[src/rtl/nn_pkg.sv]
// ============================================================================
// Module : nn_pkg
// Brief  : Shared types, defaults and helpers for the neural layer engine.
// Rev    : 1.0  initial release
// ============================================================================
`default_nettype none

package nn_pkg;

   typedef enum logic [1:0] {
      IDLE  = 2'd0,
      ISSUE = 2'd1,
      DRAIN = 2'd2,
      HOLD  = 2'd3
   } nn_state_t;

   localparam int c_XW   = 9;
   localparam int c_WW   = 8;
   localparam int c_YMAX = 1;

   function automatic int nn_clog2(input int value);
      int result;
      int v;
      result = 0;
      v      = value - 1;
      while (v > 0) begin
         result = result + 1;
         v      = v >> 1;
      end
      return result;
   endfunction

endpackage

`default_nettype wire

[src/rtl/nn_sat_act.sv]
// ============================================================================
// Module : nn_sat_act
// Brief  : Halving saturating activation with optional derivative flag
//          (derivative output present only with NN_LAYER_DERIV_EN).
// Rev    : 1.0  initial release
// ============================================================================
`default_nettype none

module nn_sat_act
   import nn_pkg::*;
#(
   parameter int ACCW = 19,
   parameter int XW   = c_XW,
   parameter int YMAX = c_YMAX
) (
   input  logic signed [ACCW-1:0] acc,
   output logic        [XW-1:0]   y
`ifdef NN_LAYER_DERIV_EN
   ,
   output logic                   dy
`endif
);

   localparam logic signed [ACCW-1:0] c_POS = ACCW'(YMAX);
   localparam logic signed [ACCW-1:0] c_NEG = -c_POS;

   logic signed [ACCW-1:0] w_half;

   // Arithmetic shift floors toward minus infinity, so -3 becomes -2.
   assign w_half = acc >>> 1;

   always_comb begin
      if (w_half > c_POS) begin
         y = c_POS[XW-1:0];
      end else if (w_half < c_NEG) begin
         y = c_NEG[XW-1:0];
      end else begin
         y = w_half[XW-1:0];
      end
   end

`ifdef NN_LAYER_DERIV_EN
   assign dy = (w_half > c_NEG) && (w_half < c_POS);
`endif

endmodule

`default_nettype wire

[src/rtl/nn_layer_engine.sv]
// ============================================================================
// Module : nn_layer_engine
// Brief  : Sequential fully connected layer, one MAC per cycle, with
//          saturating activation; NN_LAYER_DERIV_EN enables the dy outputs.
// Rev    : 1.0  initial release
// ============================================================================
`default_nettype none

module nn_layer_engine
   import nn_pkg::*;
#(
   parameter int N_IN  = 4,
   parameter int N_OUT = 6,
   parameter int XW    = c_XW,
   parameter int WW    = c_WW,
   parameter int YMAX  = c_YMAX
) (
   input  logic                              clk,
   input  logic                              reset,
   input  logic                              in_valid,
   output logic                              in_ready,
   input  logic [N_IN*XW-1:0]                x,
   output logic [nn_clog2(N_IN*N_OUT)-1:0]   w_addr,
   input  logic [WW-1:0]                     w_rdata,
   output logic                              out_valid,
   input  logic                              out_ready,
   output logic [N_OUT*XW-1:0]               y,
   output logic [N_OUT-1:0]                  dy
);

   localparam int c_AW   = nn_clog2(N_IN*N_OUT);
   localparam int c_IW   = (N_IN  > 1) ? nn_clog2(N_IN)  : 1;
   localparam int c_JW   = (N_OUT > 1) ? nn_clog2(N_OUT) : 1;
   localparam int c_ACCW = XW + WW + nn_clog2(N_IN);
   localparam logic [c_AW-1:0] c_LAST = c_AW'(N_IN*N_OUT-1);

   nn_state_t                r_state;
   logic                     r_in_ready;
   logic                     r_out_valid;
   logic [c_AW-1:0]          r_addr;
   logic [c_IW-1:0]          r_i;
   logic [c_JW-1:0]          r_j;
   logic                     r_pend_valid;
   logic [c_IW-1:0]          r_pend_i;
   logic [c_JW-1:0]          r_pend_j;
   logic signed [XW-1:0]     r_x        [N_IN];
   logic signed [c_ACCW-1:0] r_acc      [N_OUT];
   logic signed [c_ACCW-1:0] w_acc_next [N_OUT];
   logic [XW-1:0]            w_y        [N_OUT];
   logic [N_OUT*XW-1:0]      r_y;
   logic signed [XW+WW-1:0]  w_prod;
   logic signed [c_ACCW-1:0] w_prod_ext;
   logic                     w_accept;
`ifdef NN_LAYER_DERIV_EN
   logic [N_OUT-1:0]         w_dy;
   logic [N_OUT-1:0]         r_dy;
`endif

   assign in_ready  = r_in_ready;
   assign out_valid = r_out_valid;
   assign w_addr    = r_addr;
   assign y         = r_y;

   assign w_accept   = (r_state == IDLE) && in_valid;
   assign w_prod     = r_x[r_pend_i] * $signed(w_rdata);
   assign w_prod_ext = c_ACCW'(w_prod);

   // The pending (i,j) tags the weight returning this cycle.
   for (genvar j = 0; j < N_OUT; j++) begin : g_neuron
      assign w_acc_next[j] = (r_pend_valid && (r_pend_j == c_JW'(j)))
                             ? r_acc[j] + w_prod_ext : r_acc[j];

      nn_sat_act #(
         .ACCW (c_ACCW),
         .XW   (XW),
         .YMAX (YMAX)
      ) u_act (
         .acc (w_acc_next[j]),
         .y   (w_y[j])
`ifdef NN_LAYER_DERIV_EN
         ,
         .dy  (w_dy[j])
`endif
      );
   end

   always_ff @(posedge clk) begin
      if (reset) begin
         r_state      <= IDLE;
         r_in_ready   <= 1'b1;
         r_out_valid  <= 1'b0;
         r_addr       <= '0;
         r_i          <= '0;
         r_j          <= '0;
         r_pend_valid <= 1'b0;
         r_pend_i     <= '0;
         r_pend_j     <= '0;
      end else begin
         r_pend_valid <= 1'b0;
         case (r_state)
            IDLE: begin
               if (in_valid) begin
                  r_state    <= ISSUE;
                  r_in_ready <= 1'b0;
                  r_addr     <= '0;
                  r_i        <= '0;
                  r_j        <= '0;
               end
            end
            ISSUE: begin
               r_pend_valid <= 1'b1;
               r_pend_i     <= r_i;
               r_pend_j     <= r_j;
               if (r_addr == c_LAST) begin
                  r_state <= DRAIN;
               end else begin
                  r_addr <= r_addr + c_AW'(1);
                  if (r_i == c_IW'(N_IN-1)) begin
                     r_i <= '0;
                     r_j <= r_j + c_JW'(1);
                  end else begin
                     r_i <= r_i + c_IW'(1);
                  end
               end
            end
            DRAIN: begin
               r_state     <= HOLD;
               r_out_valid <= 1'b1;
            end
            HOLD: begin
               if (out_ready) begin
                  r_state     <= IDLE;
                  r_out_valid <= 1'b0;
                  r_in_ready  <= 1'b1;
               end
            end
            default: r_state <= IDLE;
         endcase
      end
   end

   always_ff @(posedge clk) begin
      if (reset) begin
         for (int j = 0; j < N_OUT; j++) begin
            r_acc[j] <= '0;
         end
         for (int i = 0; i < N_IN; i++) begin
            r_x[i] <= '0;
         end
         r_y <= '0;
      end else begin
         if (w_accept) begin
            for (int i = 0; i < N_IN; i++) begin
               r_x[i] <= x[i*XW +: XW];
            end
            for (int j = 0; j < N_OUT; j++) begin
               r_acc[j] <= '0;
            end
         end else begin
            for (int j = 0; j < N_OUT; j++) begin
               r_acc[j] <= w_acc_next[j];
            end
         end
         // DRAIN sees the final product through w_acc_next in the same cycle.
         if (r_state == DRAIN) begin
            for (int j = 0; j < N_OUT; j++) begin
               r_y[j*XW +: XW] <= w_y[j];
            end
         end
      end
   end

`ifdef NN_LAYER_DERIV_EN
   always_ff @(posedge clk) begin
      if (reset) begin
         r_dy <= '0;
      end else if (r_state == DRAIN) begin
         r_dy <= w_dy;
      end
   end
   assign dy = r_dy;
`else
   assign dy = '0;
`endif

endmodule

`default_nettype wire

[config.mk]
export PLATFORM = sky130hd
export DESIGN_NAME = nn_layer_engine
export DESIGN_NICKNAME = d
export VERILOG_FILES = /design/src/rtl/nn_pkg.sv /design/src/rtl/nn_sat_act.sv /design/src/rtl/nn_layer_engine.sv
export SDC_FILE = /design/constraint.sdc
export NUM_CORES = 1
export LEC_CHECK = 0
export BUFFER_PORTS_ARGS = -buffer_cell sky130_fd_sc_hd__buf_2
export CAP_MARGIN = 0
export CELL_PAD_IN_SITES_DETAIL_PLACEMENT = 1
export CELL_PAD_IN_SITES_GLOBAL_PLACEMENT = 1
export CORE_UTILIZATION = 49
export CTS_CLUSTER_DIAMETER = 40
export DETAILED_ROUTE_END_ITERATION = 10
export HOLD_SLACK_MARGIN = 0.08
export PLACE_DENSITY_LB_ADDON = 0.1
export SKIP_CTS_REPAIR_TIMING = 1
export SLEW_MARGIN = 20
export SYNTH_ARGS = -nofsm -noshare
export SYNTH_HDL_FRONTEND = slang
export SYNTH_SLANG_ARGS = --single-unit
[constraint.sdc]
create_clock -name clk -period 8.3 [get_ports clk]
set_clock_uncertainty 0.2 [all_clocks]
set_input_delay 1.245 -clock clk [delete_from_list [all_inputs] [get_ports clk]]
set_output_delay 1.245 -clock clk [all_outputs]
set_load 0.05 [all_outputs]
==> impl_metrics.json <==
{
  "worstPathRequired_ps": 8490,
  "antenna_found_initial": 0,
  "routed_via_density": 5.63,
  "area_delta_synth_final_pct": 16.4,
  "dr_wl_met2_mm": 24.9,
  "grt_pass1_vias": 15500,
  "hp-class": "flip-flop to flip-flop",
  "avgSynthCellArea_um2": 9.38,
  "grt-ovfl-total": 0,
  "start_kind": "flip-flop",
  "ys_types": 87,
  "ys_ff_latch": 226,
  "pre_cts_ws_ps": -37.3,
  "row_count": 68,
  "syn_area_um2": 17600,
  "fmax_ghz": 0.126,
  "layout.nets": 2359,
  "yosysMostFrequentCell": "nor2_1",
  "worst_pin_slew_ps": 992,
  "ys_async_sr_fraction_pct": 0,
  "die_h_um": 191,
  "maxSlewHeadroom_pct": 33.9,
  "vias": 14500,
  "drt-initial-drc-count": 676,
  "netlist_top_cells_area": "edfxtp_1 26%, ha_1 11%, dfxtp_1 8.7%, fa_1 7.6%, nor2_1 4.2%",
  "ant_nets": 0,
  "crit_fanout": 9,
  "initial_utilization_pct": 50.4,
  "grt_usage_pct": 27.5,
  "cts_buffer_depth": 3,
  "insertion_delay_ps": 550,
  "finalCritPeriodShare_pct": 95.9,
  "setup.worst_path.end_class": "flip-flop",
  "fp.coreArea_um2": 34900,
  "drc": 0,
  "first_pass_iters": 4,
  "outcome": "complete, no violations",
  "setup_violations": 0,
  "nFillCells": 4014,
  "hold_viol_final": 0,
  "period_needed_ps": 7960,
  "met3_length_mm": 1.92,
  "clock-sinks": 226,
  "setup.worst_path.class": "flip-flop to flip-flop",
  "yosysWarnings": 0,
  "report.final.slew_viol_count": 0,
  "io_buffers": 108,
  "synth_ff_type": "edfxtp_1",
  "cts_root_buffer": "clkbuf_16",
  "htree_levels": 2,
  "ys_seq_area_share_pct": 34.3,
  "pin_count": 115,
  "die_x_um": 191,
  "diodes": 0,
  "drive_above_1_share_pct": 11.6,
  "synth_commonest_cells": "195 x nor2_1, 151 x ha_1, 150 x edfxtp_1, 137 x inv_1, 136 x nand2_1",
  "synth_edf_count": 150,
  "gp_congestion": 0.882,
  "place.detailed.hpwl_mm": 35.3,
  "netlist_instances": 1872,
  "wirelength_mm": 49.4,
  "grt_pass1_wl_mm": 79.5,
  "die_area_um2": 36600,
  "clk_pin_slew_ps": 60,
  "yosysTopAreaCellShare_pct": 25.6,
  "tritoncts": "built",
  "rsz0062_at_grt": "true",
  "fin_ws_ps": 343,
  "cap_violations": 0,
  "top_layer": "met4",
  "grt_max_degree": 77,
  "detail_route.wl_per_cell_um": 19.1,
  "cts_made_buffers": 42,
  "yosysTopAreaCell": "edfxtp_1",
  "cp.arrival_ps": 8140,
  "met1_length_mm": 21.2
}
==> layout make-up <==
cell class	count	area (µm²)	area share (%)
multi-input cells	1548	11200	54.7
flip-flops and latches	226	6030	29.5
clock buffers	49	1150	5.63
repair buffers	136	751	3.67
well taps	455	569	2.78
inverters	139	524	2.56
clock inverters	26	241	1.18
==> worst max-delay path: stages, from the launching register on <==
cell,delay [ps]
dfxtp_2,420
buf_4,180
mux4_2,640
and2_1,260
fa_1,660
inv_1,140
fa_1,570
inv_1,80
fa_1,540
inv_1,60
fa_1,550
inv_1,60
ha_1,400
nand2_1,70
o21ai_1,260
nor2_1,100
xnor2_1,140
buf_4,200
ha_1,370
nor3_1,70
nor3_1,380
a21oi_1,170
a21o_1,220
a211o_1,330
nand3_1,110
and3b_1,470
a31oi_1,140
==> cells in the final DEF (no fill, tap or decap), drive strengths merged, types with 7 or more instances in the layout <==
cell	count
and4	7
clkbuf	49
a21o	41
nor4	7
mux2i	36
o21ai	62
clkinv	16
mux4	9
a31oi	22
xnor2	57
a211oi	25
fa	67
nor3	54
o31ai	14
o2111ai	7
edfxtp	150
conb	114
inv	148
nand2	136
ha	151
nand4	14
nor2b	14
and2	101
xor2	40
o21bai	17
buf	136
nor2	196
or3	8
a21oi	138
dfxtp	76
o21a	58
nand3	26
and3	26
o211ai	8
nand2b	16
==> state kept, by name, indices dropped and copies added, names as in the netlist, named ones only <==
name          flops
in_ready          1
r_pend_valid      1
r_j               3
r_x              36
r_acc           114
y                54
r_pend_j          3
r_state           2
out_valid         1
r_i               2
r_pend_i          2
w_addr            5
==> logic make-up (layout without fill, tap and decap cells) <==
group           Yosys count  in the layout  share of synthesized area, %
other cells               2            114                        0.0428
compound gates          444            444                          16.9
buf+inv                 210            350                          4.69
simple gates            629            629                          17.4
xor+xnor                 97             97                          4.94
flops                   226            226                          34.3
mux                      46             46                          3.27
fa+ha+maj               218            218                          18.4
==> final timing paths <==
check	to	depth (start not counted)	from	slack [ps]
worst max register to register	y[36]	26	flip-flop	340
worst min register to register	y[20]	1	y[20]	250
worst min-delay path	y[20]	1	y[20]	250
worst max-delay path	y[36]	26	flip-flop	340
==> metrics by stage <==
stage | instance area (µm²) | hold WS, ps | util (%) | setup TNS (ps) | cells
2_1_floorplan | 18000 | 248 | - | 0 | 1984
3_3_place_gp | 19000 | 232 | 54.5 | 0 | 2502
3_5_place_dp | 19000 | 238 | 54.5 | -170 | 2502
4_1_cts | 20400 | 253 | 58.5 | -3.05 | 2577
5_1_grt | 20500 | 261 | 58.6 | -410 | 2579
6_report | 20500 | 250 | 58.6 | 0 | 2579
==> per-layer routing <==
metal / track usage, % / up-vias
met5: 0 / -
li1: - / 6993
met3: 4.39 / 93
met4: 9.40 / 0
met2: 49.3 / 254
met1: 33.1 / 7190
Power is left out: the tool's default activity adds up to more than one toggle a clock period on the data nets, which glitch-free logic cannot reach.
